### src/rtl/mem_stage_pkg.sv
// mem_stage_pkg: shared types and constants for the pipelined memory stage.
//   size_e     - transfer size encoding carried on ex_size
//   state_e    - memory-stage FSM states
//   CTL_*      - bit positions inside the 6-bit ex_control bundle
//   size_bytes - byte count of a transfer size
//   size_mask  - low-address mask a naturally aligned access must clear
package mem_stage_pkg;

  typedef enum logic [1:0] {
    SZ_B = 2'b00,
    SZ_H = 2'b01,
    SZ_W = 2'b10,
    SZ_D = 2'b11
  } size_e;

  typedef enum logic [1:0] {
    ST_IDLE = 2'b00,
    ST_REQ  = 2'b01,
    ST_WAIT = 2'b10
  } state_e;

  // ex_control = {RegWrite, MemWrite, MemRead, MemToReg, SetFlags, BL}
  localparam int CTL_BL       = 0;
  localparam int CTL_SETFLAGS = 1;
  localparam int CTL_MEMTOREG = 2;
  localparam int CTL_MEMREAD  = 3;
  localparam int CTL_MEMWRITE = 4;
  localparam int CTL_REGWRITE = 5;

  function automatic logic [3:0] size_bytes(size_e sz);
    return 4'd1 << sz;
  endfunction

  function automatic logic [2:0] size_mask(size_e sz);
    return 3'((4'd1 << sz) - 4'd1);
  endfunction

endpackage

### src/rtl/mem_stage_pipe_if.sv
// mem_stage_pipe_if: data-memory port of the memory stage.
//   master - memory stage: drives dmem_req/we/addr/be/wdata, receives gnt/rvalid/rdata
//   slave  - data memory: the mirror image
//
// Handshake: dmem_req is held high with dmem_we/addr/be/wdata stable until a
// cycle in which dmem_gnt is also high; that cycle is the transfer. A store is
// complete at that point. A granted load is answered by exactly one dmem_rvalid
// cycle qualifying dmem_rdata, at the earliest in the cycle after the grant.
// dmem_gnt without dmem_req, and dmem_rvalid with no load outstanding, are ignored.
interface mem_stage_pipe_if #(
  parameter int DATA_W = 64,
  parameter int ADDR_W = 64
);
  localparam int LANES = DATA_W / 8;

  logic              dmem_req;
  logic              dmem_we;
  logic [ADDR_W-1:0] dmem_addr;
  logic [LANES-1:0]  dmem_be;
  logic [DATA_W-1:0] dmem_wdata;
  logic              dmem_gnt;
  logic              dmem_rvalid;
  logic [DATA_W-1:0] dmem_rdata;

  modport master (
    output dmem_req, dmem_we, dmem_addr, dmem_be, dmem_wdata,
    input  dmem_gnt, dmem_rvalid, dmem_rdata
  );

  modport slave (
    input  dmem_req, dmem_we, dmem_addr, dmem_be, dmem_wdata,
    output dmem_gnt, dmem_rvalid, dmem_rdata
  );
endinterface

### src/rtl/mem_lane_align.sv
// mem_lane_align: little-endian byte-lane steering, purely combinational.
//   wr_off/wr_size/wr_data -> be, wdata   : store side (byte enables, shifted data)
//   rd_off/rd_size/rd_signed/rd_data -> rd_ext : load side (extract + extend)
// Lanes past the top of the data word are simply truncated away.
module mem_lane_align
  import mem_stage_pkg::*;
#(
  parameter int DATA_W = 64
) (
  input  logic [2:0]          wr_off,
  input  size_e               wr_size,
  input  logic [DATA_W-1:0]   wr_data,
  output logic [DATA_W/8-1:0] be,
  output logic [DATA_W-1:0]   wdata,
  input  logic [2:0]          rd_off,
  input  size_e               rd_size,
  input  logic                rd_signed,
  input  logic [DATA_W-1:0]   rd_data,
  output logic [DATA_W-1:0]   rd_ext
);
  localparam int LANES = DATA_W / 8;
  // Wide enough to build an 8-byte mask before it is shifted and truncated.
  localparam int BEW   = LANES + 8;

  assign be    = LANES'(((BEW'(1) << size_bytes(wr_size)) - BEW'(1)) << wr_off);
  assign wdata = wr_data << {wr_off, 3'b000};

  logic [DATA_W-1:0] shifted;
  logic [DATA_W-1:0] mask;
  logic [DATA_W-1:0] sign_src;
  int                nbits;

  always_comb begin
    shifted  = rd_data >> {rd_off, 3'b000};
    nbits    = 8 * int'(size_bytes(rd_size));
    mask     = '1;
    sign_src = '0;
    rd_ext   = shifted;
    // A transfer as wide as the data path needs neither masking nor extension.
    if (nbits < DATA_W) begin
      mask     = ~({DATA_W{1'b1}} << nbits);
      sign_src = shifted >> (nbits - 1);
      rd_ext   = shifted & mask;
      if (rd_signed && sign_src[0]) begin
        rd_ext = rd_ext | ~mask;
      end
    end
  end

endmodule

### src/rtl/mem_stage_pipe.sv
// mem_stage_pipe: registered EX/MEM -> WB stage with a req/gnt/rvalid data port.
//   clk, reset_n         - clock, asynchronous active-low reset
//   ex_*                 - instruction presented by execute
//   mem_stall            - high whenever an access is in flight (state != IDLE)
//   dmem                 - data-memory port (mem_stage_pipe_if.master)
//   wb_*                 - writeback registers; wb_valid pulses once per instruction
//   dbg_state            - current FSM state
// Optional: MEM_STAGE_ALIGN_CHECK_EN turns naturally misaligned accesses into
// a one-cycle fault (wb_fault=1, RegWrite dropped) that never reaches memory.
module mem_stage_pipe
  import mem_stage_pkg::*;
#(
  parameter int DATA_W = 64,
  parameter int ADDR_W = 64,
  parameter int RD_W   = 5
) (
  input  logic                   clk,
  input  logic                   reset_n,
  input  logic                   ex_valid,
  input  logic [ADDR_W-1:0]      ex_alu_result,
  input  logic [DATA_W-1:0]      ex_reg_data2,
  input  logic [DATA_W-1:0]      ex_bl_write_data,
  input  logic [RD_W-1:0]        ex_rd,
  input  logic [5:0]             ex_control,
  input  logic [1:0]             ex_size,
  input  logic                   ex_signed,
  input  logic [3:0]             ex_flags,
  output logic                   mem_stall,
  mem_stage_pipe_if.master       dmem,
  output logic                   wb_valid,
  output logic [DATA_W-1:0]      wb_mem_data,
  output logic [ADDR_W-1:0]      wb_alu_result,
  output logic [DATA_W-1:0]      wb_bl_write_data,
  output logic [RD_W-1:0]        wb_rd,
  output logic [3:0]             wb_control,
  output logic [3:0]             wb_flags,
  output logic                   wb_fault,
  output state_e                 dbg_state
);
  localparam int LANES = DATA_W / 8;

  state_e            state_q, state_d;
  size_e             ex_sz;
  logic              is_mem, misalign;
  logic [3:0]        wb_ctl_in;
  logic              accept_mem, done_alu, done_fault, done_store, done_load;
  logic [LANES-1:0]  be_c;
  logic [DATA_W-1:0] wdata_c, ext_c;

  // Fields held for the access in flight.
  logic [ADDR_W-1:0] lat_addr;
  logic [DATA_W-1:0] lat_bl;
  logic [RD_W-1:0]   lat_rd;
  logic [3:0]        lat_wbctl, lat_flags;
  size_e             lat_size;
  logic              lat_signed;

  assign ex_sz     = size_e'(ex_size);
  assign is_mem    = ex_control[CTL_MEMWRITE] | ex_control[CTL_MEMREAD];
  assign wb_ctl_in = {ex_control[CTL_REGWRITE], ex_control[CTL_MEMTOREG],
                      ex_control[CTL_SETFLAGS], ex_control[CTL_BL]};
  assign mem_stall = (state_q != ST_IDLE);
  assign dbg_state = state_q;

`ifdef MEM_STAGE_ALIGN_CHECK_EN
  assign misalign = (ex_alu_result[2:0] & size_mask(ex_sz)) != 3'b000;
`else
  assign misalign = 1'b0;
`endif

  mem_lane_align #(.DATA_W(DATA_W)) u_align (
    .wr_off    (ex_alu_result[2:0]),
    .wr_size   (ex_sz),
    .wr_data   (ex_reg_data2),
    .be        (be_c),
    .wdata     (wdata_c),
    .rd_off    (lat_addr[2:0]),
    .rd_size   (lat_size),
    .rd_signed (lat_signed),
    .rd_data   (dmem.dmem_rdata),
    .rd_ext    (ext_c)
  );

  always_ff @(posedge clk or negedge reset_n) begin
    if (!reset_n) state_q <= ST_IDLE;
    else          state_q <= state_d;
  end

  always_comb begin
    state_d    = state_q;
    accept_mem = 1'b0;
    done_alu   = 1'b0;
    done_fault = 1'b0;
    done_store = 1'b0;
    done_load  = 1'b0;
    case (state_q)
      ST_IDLE: begin
        if (ex_valid) begin
          if (!is_mem)       done_alu = 1'b1;
          else if (misalign) done_fault = 1'b1;
          else begin
            accept_mem = 1'b1;
            state_d    = ST_REQ;
          end
        end
      end
      ST_REQ: begin
        if (dmem.dmem_gnt) begin
          if (dmem.dmem_we) begin
            done_store = 1'b1;
            state_d    = ST_IDLE;
          end else begin
            state_d = ST_WAIT;
          end
        end
      end
      ST_WAIT: begin
        if (dmem.dmem_rvalid) begin
          done_load = 1'b1;
          state_d   = ST_IDLE;
        end
      end
      default: state_d = ST_IDLE;
    endcase
  end

  // Request side: everything is registered at acceptance so the port stays
  // stable for the whole REQ phase regardless of what EX does meanwhile.
  always_ff @(posedge clk or negedge reset_n) begin
    if (!reset_n) begin
      dmem.dmem_req   <= 1'b0;
      dmem.dmem_we    <= 1'b0;
      dmem.dmem_addr  <= '0;
      dmem.dmem_be    <= '0;
      dmem.dmem_wdata <= '0;
      lat_addr        <= '0;
      lat_bl          <= '0;
      lat_rd          <= '0;
      lat_wbctl       <= '0;
      lat_flags       <= '0;
      lat_size        <= SZ_B;
      lat_signed      <= 1'b0;
    end else if (accept_mem) begin
      dmem.dmem_req   <= 1'b1;
      // A store wins when both MemWrite and MemRead are set.
      dmem.dmem_we    <= ex_control[CTL_MEMWRITE];
      dmem.dmem_addr  <= {ex_alu_result[ADDR_W-1:3], 3'b000};
      dmem.dmem_be    <= be_c;
      dmem.dmem_wdata <= wdata_c;
      lat_addr        <= ex_alu_result;
      lat_bl          <= ex_bl_write_data;
      lat_rd          <= ex_rd;
      lat_wbctl       <= wb_ctl_in;
      lat_flags       <= ex_flags;
      lat_size        <= ex_sz;
      lat_signed      <= ex_signed;
    end else if (state_q == ST_REQ && dmem.dmem_gnt) begin
      dmem.dmem_req <= 1'b0;
    end
  end

  // Writeback registers: wb_valid/wb_control fall back to a bubble every
  // cycle that does not complete an instruction; the data fields hold.
  always_ff @(posedge clk or negedge reset_n) begin
    if (!reset_n) begin
      wb_valid         <= 1'b0;
      wb_mem_data      <= '0;
      wb_alu_result    <= '0;
      wb_bl_write_data <= '0;
      wb_rd            <= '0;
      wb_control       <= '0;
      wb_flags         <= '0;
    end else begin
      wb_valid   <= 1'b0;
      wb_control <= '0;
      if (done_alu || done_fault) begin
        wb_valid         <= 1'b1;
        wb_control       <= done_fault ? {1'b0, wb_ctl_in[2:0]} : wb_ctl_in;
        wb_mem_data      <= '0;
        wb_alu_result    <= ex_alu_result;
        wb_bl_write_data <= ex_bl_write_data;
        wb_rd            <= ex_rd;
        wb_flags         <= ex_flags;
      end else if (done_store || done_load) begin
        wb_valid         <= 1'b1;
        wb_control       <= lat_wbctl;
        wb_mem_data      <= done_load ? ext_c : '0;
        wb_alu_result    <= lat_addr;
        wb_bl_write_data <= lat_bl;
        wb_rd            <= lat_rd;
        wb_flags         <= lat_flags;
      end
    end
  end

`ifdef MEM_STAGE_ALIGN_CHECK_EN
  always_ff @(posedge clk or negedge reset_n) begin
    if (!reset_n)                              wb_fault <= 1'b0;
    else if (done_alu || done_store || done_load) wb_fault <= 1'b0;
    else if (done_fault)                       wb_fault <= 1'b1;
  end
`else
  assign wb_fault = 1'b0;
`endif

endmodule
### src/flat_wrapper.sv
// flat-port wrapper written by rule: the top's interface ports become plain ports
module mem_stage_pipe_flat import mem_stage_pkg::*;
#(
  parameter int DATA_W = 64,
  parameter int ADDR_W = 64,
  parameter int RD_W   = 5
)
  (clk, reset_n, ex_valid, ex_alu_result, ex_reg_data2, ex_bl_write_data, ex_rd, ex_control, ex_size, ex_signed, ex_flags, mem_stall, wb_valid, wb_mem_data, wb_alu_result, wb_bl_write_data, wb_rd, wb_control, wb_flags, wb_fault, dbg_state, dmem_dmem_req, dmem_dmem_we, dmem_dmem_addr, dmem_dmem_be, dmem_dmem_wdata, dmem_dmem_gnt, dmem_dmem_rvalid, dmem_dmem_rdata);
  mem_stage_pipe_if #(.DATA_W(DATA_W), .ADDR_W(ADDR_W)) dmem_i ();
  input  logic clk;
  input  logic reset_n;
  input  logic ex_valid;
  input  logic [ADDR_W-1:0] ex_alu_result;
  input  logic [DATA_W-1:0] ex_reg_data2;
  input  logic [DATA_W-1:0] ex_bl_write_data;
  input  logic [RD_W-1:0] ex_rd;
  input  logic [5:0] ex_control;
  input  logic [1:0] ex_size;
  input  logic ex_signed;
  input  logic [3:0] ex_flags;
  output logic mem_stall;
  output logic wb_valid;
  output logic [DATA_W-1:0] wb_mem_data;
  output logic [ADDR_W-1:0] wb_alu_result;
  output logic [DATA_W-1:0] wb_bl_write_data;
  output logic [RD_W-1:0] wb_rd;
  output logic [3:0] wb_control;
  output logic [3:0] wb_flags;
  output logic wb_fault;
  output state_e dbg_state;
  output wire logic [$bits(dmem_i.dmem_req)-1:0] dmem_dmem_req;
  output wire logic [$bits(dmem_i.dmem_we)-1:0] dmem_dmem_we;
  output wire logic [$bits(dmem_i.dmem_addr)-1:0] dmem_dmem_addr;
  output wire logic [$bits(dmem_i.dmem_be)-1:0] dmem_dmem_be;
  output wire logic [$bits(dmem_i.dmem_wdata)-1:0] dmem_dmem_wdata;
  input wire logic [$bits(dmem_i.dmem_gnt)-1:0] dmem_dmem_gnt;
  input wire logic [$bits(dmem_i.dmem_rvalid)-1:0] dmem_dmem_rvalid;
  input wire logic [$bits(dmem_i.dmem_rdata)-1:0] dmem_dmem_rdata;
  assign dmem_dmem_req = dmem_i.dmem_req;
  assign dmem_dmem_we = dmem_i.dmem_we;
  assign dmem_dmem_addr = dmem_i.dmem_addr;
  assign dmem_dmem_be = dmem_i.dmem_be;
  assign dmem_dmem_wdata = dmem_i.dmem_wdata;
  assign dmem_i.dmem_gnt = dmem_dmem_gnt;
  assign dmem_i.dmem_rvalid = dmem_dmem_rvalid;
  assign dmem_i.dmem_rdata = dmem_dmem_rdata;
  mem_stage_pipe #(.DATA_W(DATA_W), .ADDR_W(ADDR_W), .RD_W(RD_W)) u_core (.clk(clk), .reset_n(reset_n), .ex_valid(ex_valid), .ex_alu_result(ex_alu_result), .ex_reg_data2(ex_reg_data2), .ex_bl_write_data(ex_bl_write_data), .ex_rd(ex_rd), .ex_control(ex_control), .ex_size(ex_size), .ex_signed(ex_signed), .ex_flags(ex_flags), .mem_stall(mem_stall), .dmem(dmem_i), .wb_valid(wb_valid), .wb_mem_data(wb_mem_data), .wb_alu_result(wb_alu_result), .wb_bl_write_data(wb_bl_write_data), .wb_rd(wb_rd), .wb_control(wb_control), .wb_flags(wb_flags), .wb_fault(wb_fault), .dbg_state(dbg_state));
endmodule
### config.mk
export PLATFORM = sky130hd
export DESIGN_NAME = mem_stage_pipe_flat
export DESIGN_NICKNAME = d
export VERILOG_FILES = /design/src/rtl/mem_stage_pkg.sv /design/src/rtl/mem_stage_pipe_if.sv /design/src/rtl/mem_lane_align.sv /design/src/rtl/mem_stage_pipe.sv /design/src/flat_wrapper.sv
export SDC_FILE = /design/constraint.sdc
export NUM_CORES = 1
export LEC_CHECK = 0
export BUFFER_PORTS_ARGS = -buffer_cell sky130_fd_sc_hd__buf_2
export CORE_AREA = 3 3 246 248
export DETAILED_ROUTE_END_ITERATION = 10
export DIE_AREA = 0 0 249 251
export PLACE_DENSITY_LB_ADDON = 0.1
export SYNTH_ARGS = -nofsm -noshare
export SYNTH_HDL_FRONTEND = slang
export SYNTH_SLANG_ARGS = --single-unit
### constraint.sdc
create_clock -name clk -period 2.4 [get_ports clk]
set_input_delay 0.48 -clock clk [delete_from_list [all_inputs] [get_ports clk]]
set_output_delay 0.48 -clock clk [all_outputs]
set_load 0.02 [all_outputs]
==> flow_metrics.env, run 1 <==
export IMPL_outcome="finished clean"
export IMPL_synth_top_area_share_pct=51.6
export IMPL_rr_endpoint="u_core.wb_mem_data[54]"
export IMPL_worstHoldPathType="in2reg"
export IMPL_async_flop_share_pct=100
export IMPL_ios=627
export IMPL_skew_ns=0.0163
export IMPL_globalplace_congestion=0.898
export IMPL_grt_pass1_vias=17900
export IMPL_wl_per_cell_um=21.6
export IMPL_synth_common_cells="nand2_1 (701), dfrtp_1 (426), mux2i_1 (225)"
export IMPL_final_area_um2=26700
export IMPL_dpl_hpwl_mm=56.8
export IMPL_vdd_drop_max_mv=0.829
export IMPL_worstReg2RegStart="u_core.lat_addr[0]"
export IMPL_syn_inst=2129
export IMPL_finalSetupTns_ns=0
export IMPL_drt_iter0_markers=1018
export IMPL_critPathBufInv=2
export IMPL_cts_tree="yes"
export IMPL_synthTopCellsByArea="dfrtp_1 (52%), nand2_1 (13%), mux2i_1 (11%)"
export IMPL_antenna_found_initial=22
export IMPL_clk_pin_slew_ns=0.06
export IMPL_worstPathCellList="buf_4, mux2_1, o31ai_4, o32ai_4, o21a_2, buf_12, a221o_1"
export IMPL_crit_type="reg2reg"
export IMPL_max_cap_violations=0
export IMPL_worst_hold_slack_ns=0.100
export IMPL_worstHoldPathCells=3
export IMPL_area_growth_synth_to_final_pct=29.2
export IMPL_min_from="ex_rd[3]"
export IMPL_min_to="u_core.lat_rd[3]"
export IMPL_reg2reg_slack_ns=0.09
export IMPL_slew_headroom_pct=20.3
export IMPL_critPathArrivalTime_ns=2.76
export IMPL_first_pass_iters=5
export IMPL_synth_most_common_cell="nand2_1"
export IMPL_tightestPinTransition_ns=1.19
export IMPL_ys_ff_latch=426
export IMPL_finalHoldViolCount=0
export IMPL_drt_wl_total_mm=76.0
export IMPL_start_util_pct=35.2
export IMPL_h_tree_depth=2
export IMPL_max_stage_delay_ns=0.54
export IMPL_gr_total_overflow=0
export IMPL_ys_seq_area_share_pct=51.6
export IMPL_finalSetupViolCount=0
export IMPL_die_x_um=249
export IMPL_dieArea_um2=62500
export IMPL_finalPower_mw=36.4
export IMPL_detail_route_antenna_nets=0
export IMPL_synth_edff_count=0
export IMPL_finalCritPeriodShare_pct=96.1
export IMPL_rsz0062_at_grt="false"
export IMPL_numClockSinks=426
export IMPL_clkLatencyLatePin_ns=0.58
export IMPL_row_count=89
export IMPL_synth_largest_area_cell="dfrtp_1"
export IMPL_critPathCaptureType="flip-flop"
export IMPL_yosysUniqueCellTypes=57
export IMPL_numPortBuffers=622
export IMPL_critPathTopFamily="compound AO/OA/AOI/OAI gates"
export IMPL_reg2regPathDepth=7
export IMPL_crit_required_ns=2.85
export IMPL_track_usage_pct=23.5
export IMPL_cts_buffers=50
export IMPL_ys_flop_type="dfrtp_1"
export IMPL_vias=17900
export IMPL_layout_nets=2979
export IMPL_drive_gt1_share_pct=32.1
export IMPL_max_freq_mhz=433
export IMPL_vias_per_cell=5.09
export IMPL_cp_slowest_cell="dfrtp_4"
export IMPL_core_um2=58700
export IMPL_crit_fanout=32
export IMPL_p_leak_nw=13.3
export IMPL_startpoint_type="flip-flop"
export IMPL_final_util_pct=45.5
export IMPL_route_detailed_drc=0
export IMPL_synth_warnings=0
export IMPL_grt_max_degree=100
export IMPL_die_h_um=251
export IMPL_fin_crit_ns=2.31
export IMPL_synth_area_per_cell_um2=9.70
export IMPL_cts_buffer_depth=3
export IMPL_power_density_nw_per_um2=1360
export IMPL_slew_viol_final=0
export IMPL_cts_root_buf="clkbuf_16"
export IMPL_dpl_instance_area_um2=24900
export IMPL_synth_area_um2=20700
export IMPL_grt_pass1_wl_mm=114
placed cells by master, fill, tap and decap left out, types with 10 or more instances in the layout:
master,instances
clkbuf_16,51
a22o_1,31
mux2i_1,225
o21ai_0,218
mux2_2,25
buf_4,79
buf_12,35
diode_2,15
nand2_1,701
a211oi_1,21
a22oi_1,15
nor2b_1,17
nor2_1,25
mux4_2,20
a21oi_1,26
clkbuf_8,10
nand2b_1,14
dfrtp_1,424
a32oi_1,15
a221o_1,32
buf_2,620
clkbuf_1,12
how the worst max path moves through the flow:
stage                                  start                      to  slack, ns  cells after the start
final                     u_core.lat_addr[0]  u_core.wb_mem_data[54]       0.09                      7
after global routing      u_core.lat_addr[0]  u_core.wb_mem_data[54]      0.005                      7
after CTS                 u_core.lat_addr[0]  u_core.wb_mem_data[63]       0.04                      6
after detailed placement  u_core.lat_addr[0]  u_core.wb_mem_data[54]       0.07                      6
after global placement    u_core.lat_addr[0]  u_core.wb_mem_data[38]       0.09                      6
after floorplan           u_core.lat_size[0]  u_core.wb_mem_data[48]       0.12                      9
sequential cells by signal, summed over array words and instances (netlist names), 5 cells and up:
signal,count
u_core.wb_rd,5
u_core.lat_addr,63
u_core.wb_alu_result,64
u_core.wb_bl_write_data,64
u_core.lat_bl,64
u_core.dmem.dmem_be,8
u_core.wb_mem_data,64
u_core.dmem.dmem_wdata,64
u_core.lat_rd,5
routing by layer:
metal	part of all wire [%]	routed length [um]	GRT usage [%]
met4	3.1	2350	8.05
met2	49	37300	39.6
met5	0.13	102	0
met3	7.3	5540	6.30
met1	40	30700	29.2
cell families after synthesis:
logic type                 Yosys count  share of synthesized area (%)
other                                1                         0.0182
AOI/OAI and AO/OA                  403                           12.5
and+or+nand+nor                    797                           15.5
muxes                              272                           14.6
buffers and inverters              229                           5.81
DFF                                426                           51.6
adders and majority gates            1                         0.0606
power by group:
group / internal (mW) / switching (mW)
registers: 10.4 / 2.09
clock network: 4.73 / 3.07
logic: 5.94 / 10.1
tightest hold or removal path, stage by stage:
cell,delay [ns]
buf_2,0.08
nand2_1,0.04
nand2_1,0.04
area by class of cell:
type	instances	area [um^2]
clock buffer	73	1460
timing repair buffer	736	4420
sequential	426	10700
fill	5751	32000
multi-input combinational	1477	8880
tap	773	967
clock inverter	15	219
inverter	8	30.0
antenna	15	37.5
through the flow:
| step | setup WS [ns] | std cells |
|---|---|---|
| after CTS | 0.0374 | 3503 |
| after global placement | 0.0926 | 3414 |
| final | 0.0927 | 3523 |
| after global routing | 0.00474 | 3519 |
| after detailed placement | 0.0684 | 3414 |
| after floorplan | 0.123 | 2132 |
what timing repair did:
item | in CTS | in global routing
endpoints found under the hold margin | 36 | 0
hold buffers | 1 | 0
buffers inserted | 0 | 5
gates resized for setup | 0 | 7
setup endpoints to repair | 0 | 44
Power figures use the tool's default switching activity.
==> run 2: changes to the inputs <==
--- a/config.mk
+++ b/config.mk
@@ -5,6 +5,7 @@
 export SDC_FILE = /design/constraint.sdc
 export NUM_CORES = 1
 export LEC_CHECK = 0
+export ABC_AREA = 1
 export BUFFER_PORTS_ARGS = -buffer_cell sky130_fd_sc_hd__buf_2
 export CORE_AREA = 3 3 246 248
 export DETAILED_ROUTE_END_ITERATION = 10
==> flow_metrics.env, run 2 <==
export IMPL_outcome="finished clean"
export IMPL_power_density_nw_per_um2=1430
export IMPL_worstHoldPathType="in2reg"
export IMPL_dpl_hpwl_mm=55.7
export IMPL_path_common_cell="nand2_1"
export IMPL_yosys_area_share_simple_pct=26.7
export IMPL_grt_pass1_wl_mm=118
export IMPL_max_stage_delay_ns=0.40
export IMPL_clk_pin_slew_ns=0.06
export IMPL_max_cap_violations=0
export IMPL_synth_warnings=0
export IMPL_layout_commonest_cell="nand2_1"
export IMPL_synth_top_area_share_pct=51.3
export IMPL_cts_buffer_depth=3
export IMPL_yosys_area_share_adder_pct=0.0602
export IMPL_setup_ws_ns=0.261
export IMPL_async_flop_share_pct=100
export IMPL_numPortBuffers=622
export IMPL_drive_gt1_share_pct=24.4
export IMPL_die_h_um=251
export IMPL_final_cell_mix="nand2_1 (1159), buf_2 (621), dfrtp_1 (425)"
export IMPL_core_um2=58700
export IMPL_finalSetupTns_ns=0
export IMPL_gr_total_overflow=0
export IMPL_synth_most_common_cell="nand2_1"
export IMPL_worstSetupStartpoint="u_core.lat_size[1]"
export IMPL_finalSetupViolCount=0
export IMPL_start_util_pct=35.4
export IMPL_dpl_instance_area_um2=24400
export IMPL_slew_headroom_pct=48.9
export IMPL_grt_pass1_vias=19200
export IMPL_cts_tree="yes"
export IMPL_synth_compound_area_share_pct=11.9
export IMPL_crit_type="reg2reg"
export IMPL_layout_nets=3410
export IMPL_cp_slowest_cell="dfrtp_1"
export IMPL_skew_ns=0.0174
export IMPL_ys_ff_latch=426
export IMPL_h_tree_depth=2
export IMPL_p_leak_nw=13.6
export IMPL_drt_iter0_markers=1402
export IMPL_critPathArrivalTime_ns=2.60
export IMPL_row_count=89
export IMPL_track_usage_pct=24.0
export IMPL_drt_wl_total_mm=77.7
export IMPL_synth_area_per_cell_um2=7.86
export IMPL_fin_crit_ns=2.14
export IMPL_max_freq_mhz=467
export IMPL_globalplace_congestion=0.893
export IMPL_crit_fanout=8
export IMPL_ys_seq_area_share_pct=51.3
export IMPL_reg2regPathDepth=12
export IMPL_cts_buffers=49
export IMPL_antenna_found_initial=22
export IMPL_startpoint_type="flip-flop"
export IMPL_cts_root_buf="clkbuf_16"
export IMPL_area_growth_synth_to_final_pct=24.8
export IMPL_ys_flop_type="dfrtp_1"
export IMPL_clkLatencyLatePin_ns=0.58
export IMPL_synth_common_cells="nand2_1 (1159), dfrtp_1 (426), nor2_1 (171)"
export IMPL_route_detailed_drc=0
export IMPL_synth_mux_area_share_pct=2.36
export IMPL_die_x_um=249
export IMPL_cts_resized=0
export IMPL_synth_edff_count=0
export IMPL_wl_per_cell_um=19.7
export IMPL_critPathCaptureType="flip-flop"
export IMPL_dieArea_um2=62500
export IMPL_rr_endpoint="u_core.wb_mem_data[10]"
export IMPL_final_area_um2=25900
export IMPL_vdd_drop_max_mv=0.665
export IMPL_pre_cts_slack_ns=0.125
export IMPL_reg2reg_slack_ns=0.26
export IMPL_vias=19900
export IMPL_synth_largest_area_cell="dfrtp_1"
export IMPL_n_fill_cell=5978
export IMPL_ios=627
export IMPL_vias_per_cell=5.05
export IMPL_grt_max_degree=138
export IMPL_worstReg2RegStart="u_core.lat_size[1]"
export IMPL_worstPathCellList="nor2_2, inv_1, ha_1, inv_1, o21ai_0, nand2_1, nand2_1, inv_1, nand2_1, nand2_1, nand2_1, nand2_1"
export IMPL_numClockSinks=426
export IMPL_rsz0062_at_grt="false"
export IMPL_synthXorXnorAreaFrac_pct=0
export IMPL_synth_area_um2=20800
export IMPL_synth_top_family_by_area="simple AND/OR/NAND/NOR gates"
export IMPL_tightestPinTransition_ns=0.767
export IMPL_crit_required_ns=2.86
export IMPL_yosysUniqueCellTypes=36
export IMPL_finalCritPeriodShare_pct=89.1
export IMPL_syn_inst=2643
export IMPL_critical_path_endpoint="u_core.wb_mem_data[10]"
export IMPL_detail_route_antenna_nets=0
export IMPL_finalHoldViolCount=0
export IMPL_first_pass_iters=5
export IMPL_slew_viol_final=0
export IMPL_synthTopCellsByArea="dfrtp_1 (51%), nand2_1 (21%), a31oi_1 (4.3%)"
## run 2: area by class of cell
cell class / count / area, um^2 / share of cell area, %
diodes: 13 / 32.5 / 0.125
clock buffers: 70 / 1420 / 5.46
clock inverters: 14 / 128 / 0.492
inverters: 77 / 304 / 1.17
multi-input cells: 1897 / 8550 / 33.0
flip-flops and latches: 426 / 10700 / 41.1
well taps: 773 / 967 / 3.73
repair buffers: 679 / 3880 / 15.0
## run 2: critical path: cells and delay by family (launching register included)
family | cells | cell delay [ns]
AO/OA/AOI/OAI | 1 | 0.17
adder cells (fa/ha/maj) | 1 | 0.32
buffers and inverters | 3 | 0.20
flip-flops | 1 | 0.40
AND/OR/NAND/NOR | 7 | 0.95
## run 2: how the worst min path moves through the flow
stage                         start                     end  cells past startpoint
2_1_floorplan               reset_n     u_core.dbg_state[0]                      0
3_3_place_gp                reset_n  u_core.wb_mem_data[29]                      1
3_5_place_dp                reset_n  u_core.wb_mem_data[29]                      1
4_1_cts        ex_bl_write_data[31]       u_core.lat_bl[31]                      3
5_1_grt        ex_bl_write_data[25]       u_core.lat_bl[25]                      3
6_report              dmem_dmem_gnt     u_core.dbg_state[0]                      2
## run 2: power breakdown
group	switching (mW)	internal (mW)	total, mW
combinational	11.6	5.48	17.1
clock	3.07	4.20	7.27
sequential	2.21	10.6	12.8
total	16.9	20.3	37.1
## run 2: cells by family after synthesis
family / after synthesis
buf+inv: 323
mux: 49
fa+ha+maj: 1
flops: 426
other cells: 1
simple gates: 1433
compound gates: 410
## run 2: through the flow
step / hold WS [ns] / power [mW] / instances / util [%]
3_5_place_dp: 0.419 / 30.1 / 3851 / 41.5
5_1_grt: 0.0891 / 39.7 / 3945 / 44.2
6_report: 0.112 / 37.1 / 3949 / 44.2
2_1_floorplan: 0.184 / 24.0 / 2646 / -
4_1_cts: 0.0668 / 37.5 / 3936 / 44.1
3_3_place_gp: 0.416 / 29.8 / 3851 / 41.5
## run 2: repair_timing
item                                   4_1_cts  5_1_grt
endpoints found under the hold margin       25        0
hold buffers                                 1        0
buffers inserted                             0        0
## run 2: routing by layer
metal,vias to the layer above,wire length [um],track usage [%],share of wire (%)
met2,635,37600,39.9,48
met4,18,1650,6.44,2.1
met3,106,5550,5.74,7.1
met1,9689,32700,31.6,42
met5,-,126,0,0.16
li1,9495,-,-,-
==> run 3: changes to the inputs <==
--- a/config.mk
+++ b/config.mk
@@ -7,9 +7,9 @@
 export LEC_CHECK = 0
 export ABC_AREA = 1
 export BUFFER_PORTS_ARGS = -buffer_cell sky130_fd_sc_hd__buf_2
-export CORE_AREA = 3 3 246 248
+export CORE_AREA = 3 3 241 243
 export DETAILED_ROUTE_END_ITERATION = 10
-export DIE_AREA = 0 0 249 251
+export DIE_AREA = 0 0 244 246
 export PLACE_DENSITY_LB_ADDON = 0.1
 export SYNTH_ARGS = -nofsm -noshare
 export SYNTH_HDL_FRONTEND = slang
==> flow_metrics.env, run 3 (synthesis gave the netlist of run 2 again) <==
export IMPL_setup_ws_ns=0.283
export IMPL_cts_root_buf="clkbuf_16"
export IMPL_crit_required_ns=2.87
export IMPL_dpl_hpwl_mm=56.6
export IMPL_core_um2=56200
export IMPL_finalCritPeriodShare_pct=88.2
export IMPL_layout_nets=3422
export IMPL_drt_iter0_markers=1217
export IMPL_crit_type="reg2reg"
export IMPL_grt_pass1_wl_mm=118
export IMPL_reg2regPathDepth=7
export IMPL_postCtsSetupBuffers=0
export IMPL_antenna_found_initial=22
export IMPL_ios=627
export IMPL_critPathCaptureType="flip-flop"
export IMPL_cts_buffer_depth=3
export IMPL_finalSetupViolCount=0
export IMPL_die_x_um=244
export IMPL_row_count=87
export IMPL_clkLatencyLatePin_ns=0.59
export IMPL_outcome="finished clean"
export IMPL_n_fill_cell=5705
export IMPL_rsz0062_at_grt="false"
export IMPL_worstHoldPathCells=2
export IMPL_critPathArrivalTime_ns=2.59
export IMPL_cts_tree="yes"
export IMPL_startpoint_type="flip-flop"
export IMPL_layout_commonest_cell="nand2_1"
export IMPL_drive_gt1_share_pct=25.1
export IMPL_area_growth_synth_to_final_pct=26.6
export IMPL_tightestPinTransition_ns=0.741
export IMPL_vias=19800
export IMPL_multi_input_area_um2=8550
export IMPL_crit_fanout=33
export IMPL_final_cell_mix="nand2_1 (1159), buf_2 (621), dfrtp_1 (425)"
export IMPL_fin_crit_ns=2.12
export IMPL_grt_max_degree=121
export IMPL_first_pass_iters=5
export IMPL_grt_pass1_vias=19200
export IMPL_finalSetupTns_ns=0
export IMPL_skew_ns=0.0165
export IMPL_die_h_um=246
export IMPL_finalHoldViolCount=0
export IMPL_wl_per_cell_um=19.7
export IMPL_final_area_um2=26300
export IMPL_max_cap_violations=0
export IMPL_cts_resized=0
export IMPL_max_freq_mhz=472
export IMPL_vias_per_cell=5.01
export IMPL_h_tree_depth=2
export IMPL_route_detailed_drc=0
export IMPL_numPortBuffers=622
export IMPL_track_usage_pct=25.3
export IMPL_dieArea_um2=60000
export IMPL_drt_wl_total_mm=77.8
export IMPL_detail_route_antenna_nets=0
export IMPL_p_leak_nw=13.8
export IMPL_globalplace_congestion=0.899
export IMPL_finalPower_mw=38.2
export IMPL_worstHoldPathType="in2reg"
export IMPL_power_density_nw_per_um2=1450
export IMPL_dpl_instance_area_um2=24500
export IMPL_slew_viol_final=0
export IMPL_start_util_pct=37.0
export IMPL_pre_cts_slack_ns=0.220
export IMPL_cts_buffers=50
export IMPL_slew_headroom_pct=50.6
export IMPL_hold_buffers=1
export IMPL_vdd_drop_max_mv=0.726
export IMPL_clk_pin_slew_ns=0.06
export IMPL_gr_total_overflow=0
export IMPL_ff_latch_area_um2=10700
export IMPL_numClockSinks=426
==> run 3: worst paths after layout <==
check	from	end	slack, ns
min	dmem_dmem_gnt	u_core.dbg_state[0]	0.10
min reg2reg	u_core.lat_bl[22]	u_core.lat_bl[22]	0.47
max reg2reg	u_core.lat_addr[0]	u_core.wb_mem_data[35]	0.28
max in group asynchronous	reset_n	u_core.wb_bl_write_data[0]	1.12
max	u_core.lat_addr[0]	u_core.wb_mem_data[35]	0.28
min in group asynchronous	reset_n	u_core.wb_mem_data[35]	0.45
==> run 3: critical path, stage by stage, from the launching register on <==
cell and delay, ns:
dfrtp_2 0.49, inv_2 0.18, buf_4 0.36, o21ai_0 0.19, o21ai_0 0.39, o21ai_0 0.17
nand3_1 0.14, nand2_1 0.06
==> run 3: per-stage QoR <==
| stage | hold WS [ns] | cells | utilization (%) |
|---|---|---|---|
| finish | 0.103 | 3951 | 46.8 |
| global route | 0.0824 | 3947 | 46.8 |
| CTS | 0.0572 | 3940 | 46.8 |
| detailed placement | 0.458 | 3845 | 43.5 |
| global placement | 0.454 | 3845 | 43.5 |
| floorplan | 0.184 | 2646 | - |
==> run 3: area by class of cell <==
cell class / count / area share, %
clock inverter: 24 / 1.24
clock buffer: 70 / 5.66
inverter: 77 / 1.16
antenna: 11 / 0.105
tap: 756 / 3.60
timing repair buffer: 690 / 15.2
sequential: 426 / 40.5
multi-input combinational: 1897 / 32.5
==> run 3: routing by layer <==
layer  global-route usage (%)  share of wire (%)
met4                     7.90                2.8
met2                     41.0                 47
met1                     33.1                 42
met3                     6.65                7.6
met5                        0               0.13
==> run 3: where the power goes <==
group	switching [mW]	total, mW	internal, mW
Combinational	11.6	17.1	5.53
Sequential	2.20	12.8	10.6
Clock	3.19	8.28	5.09
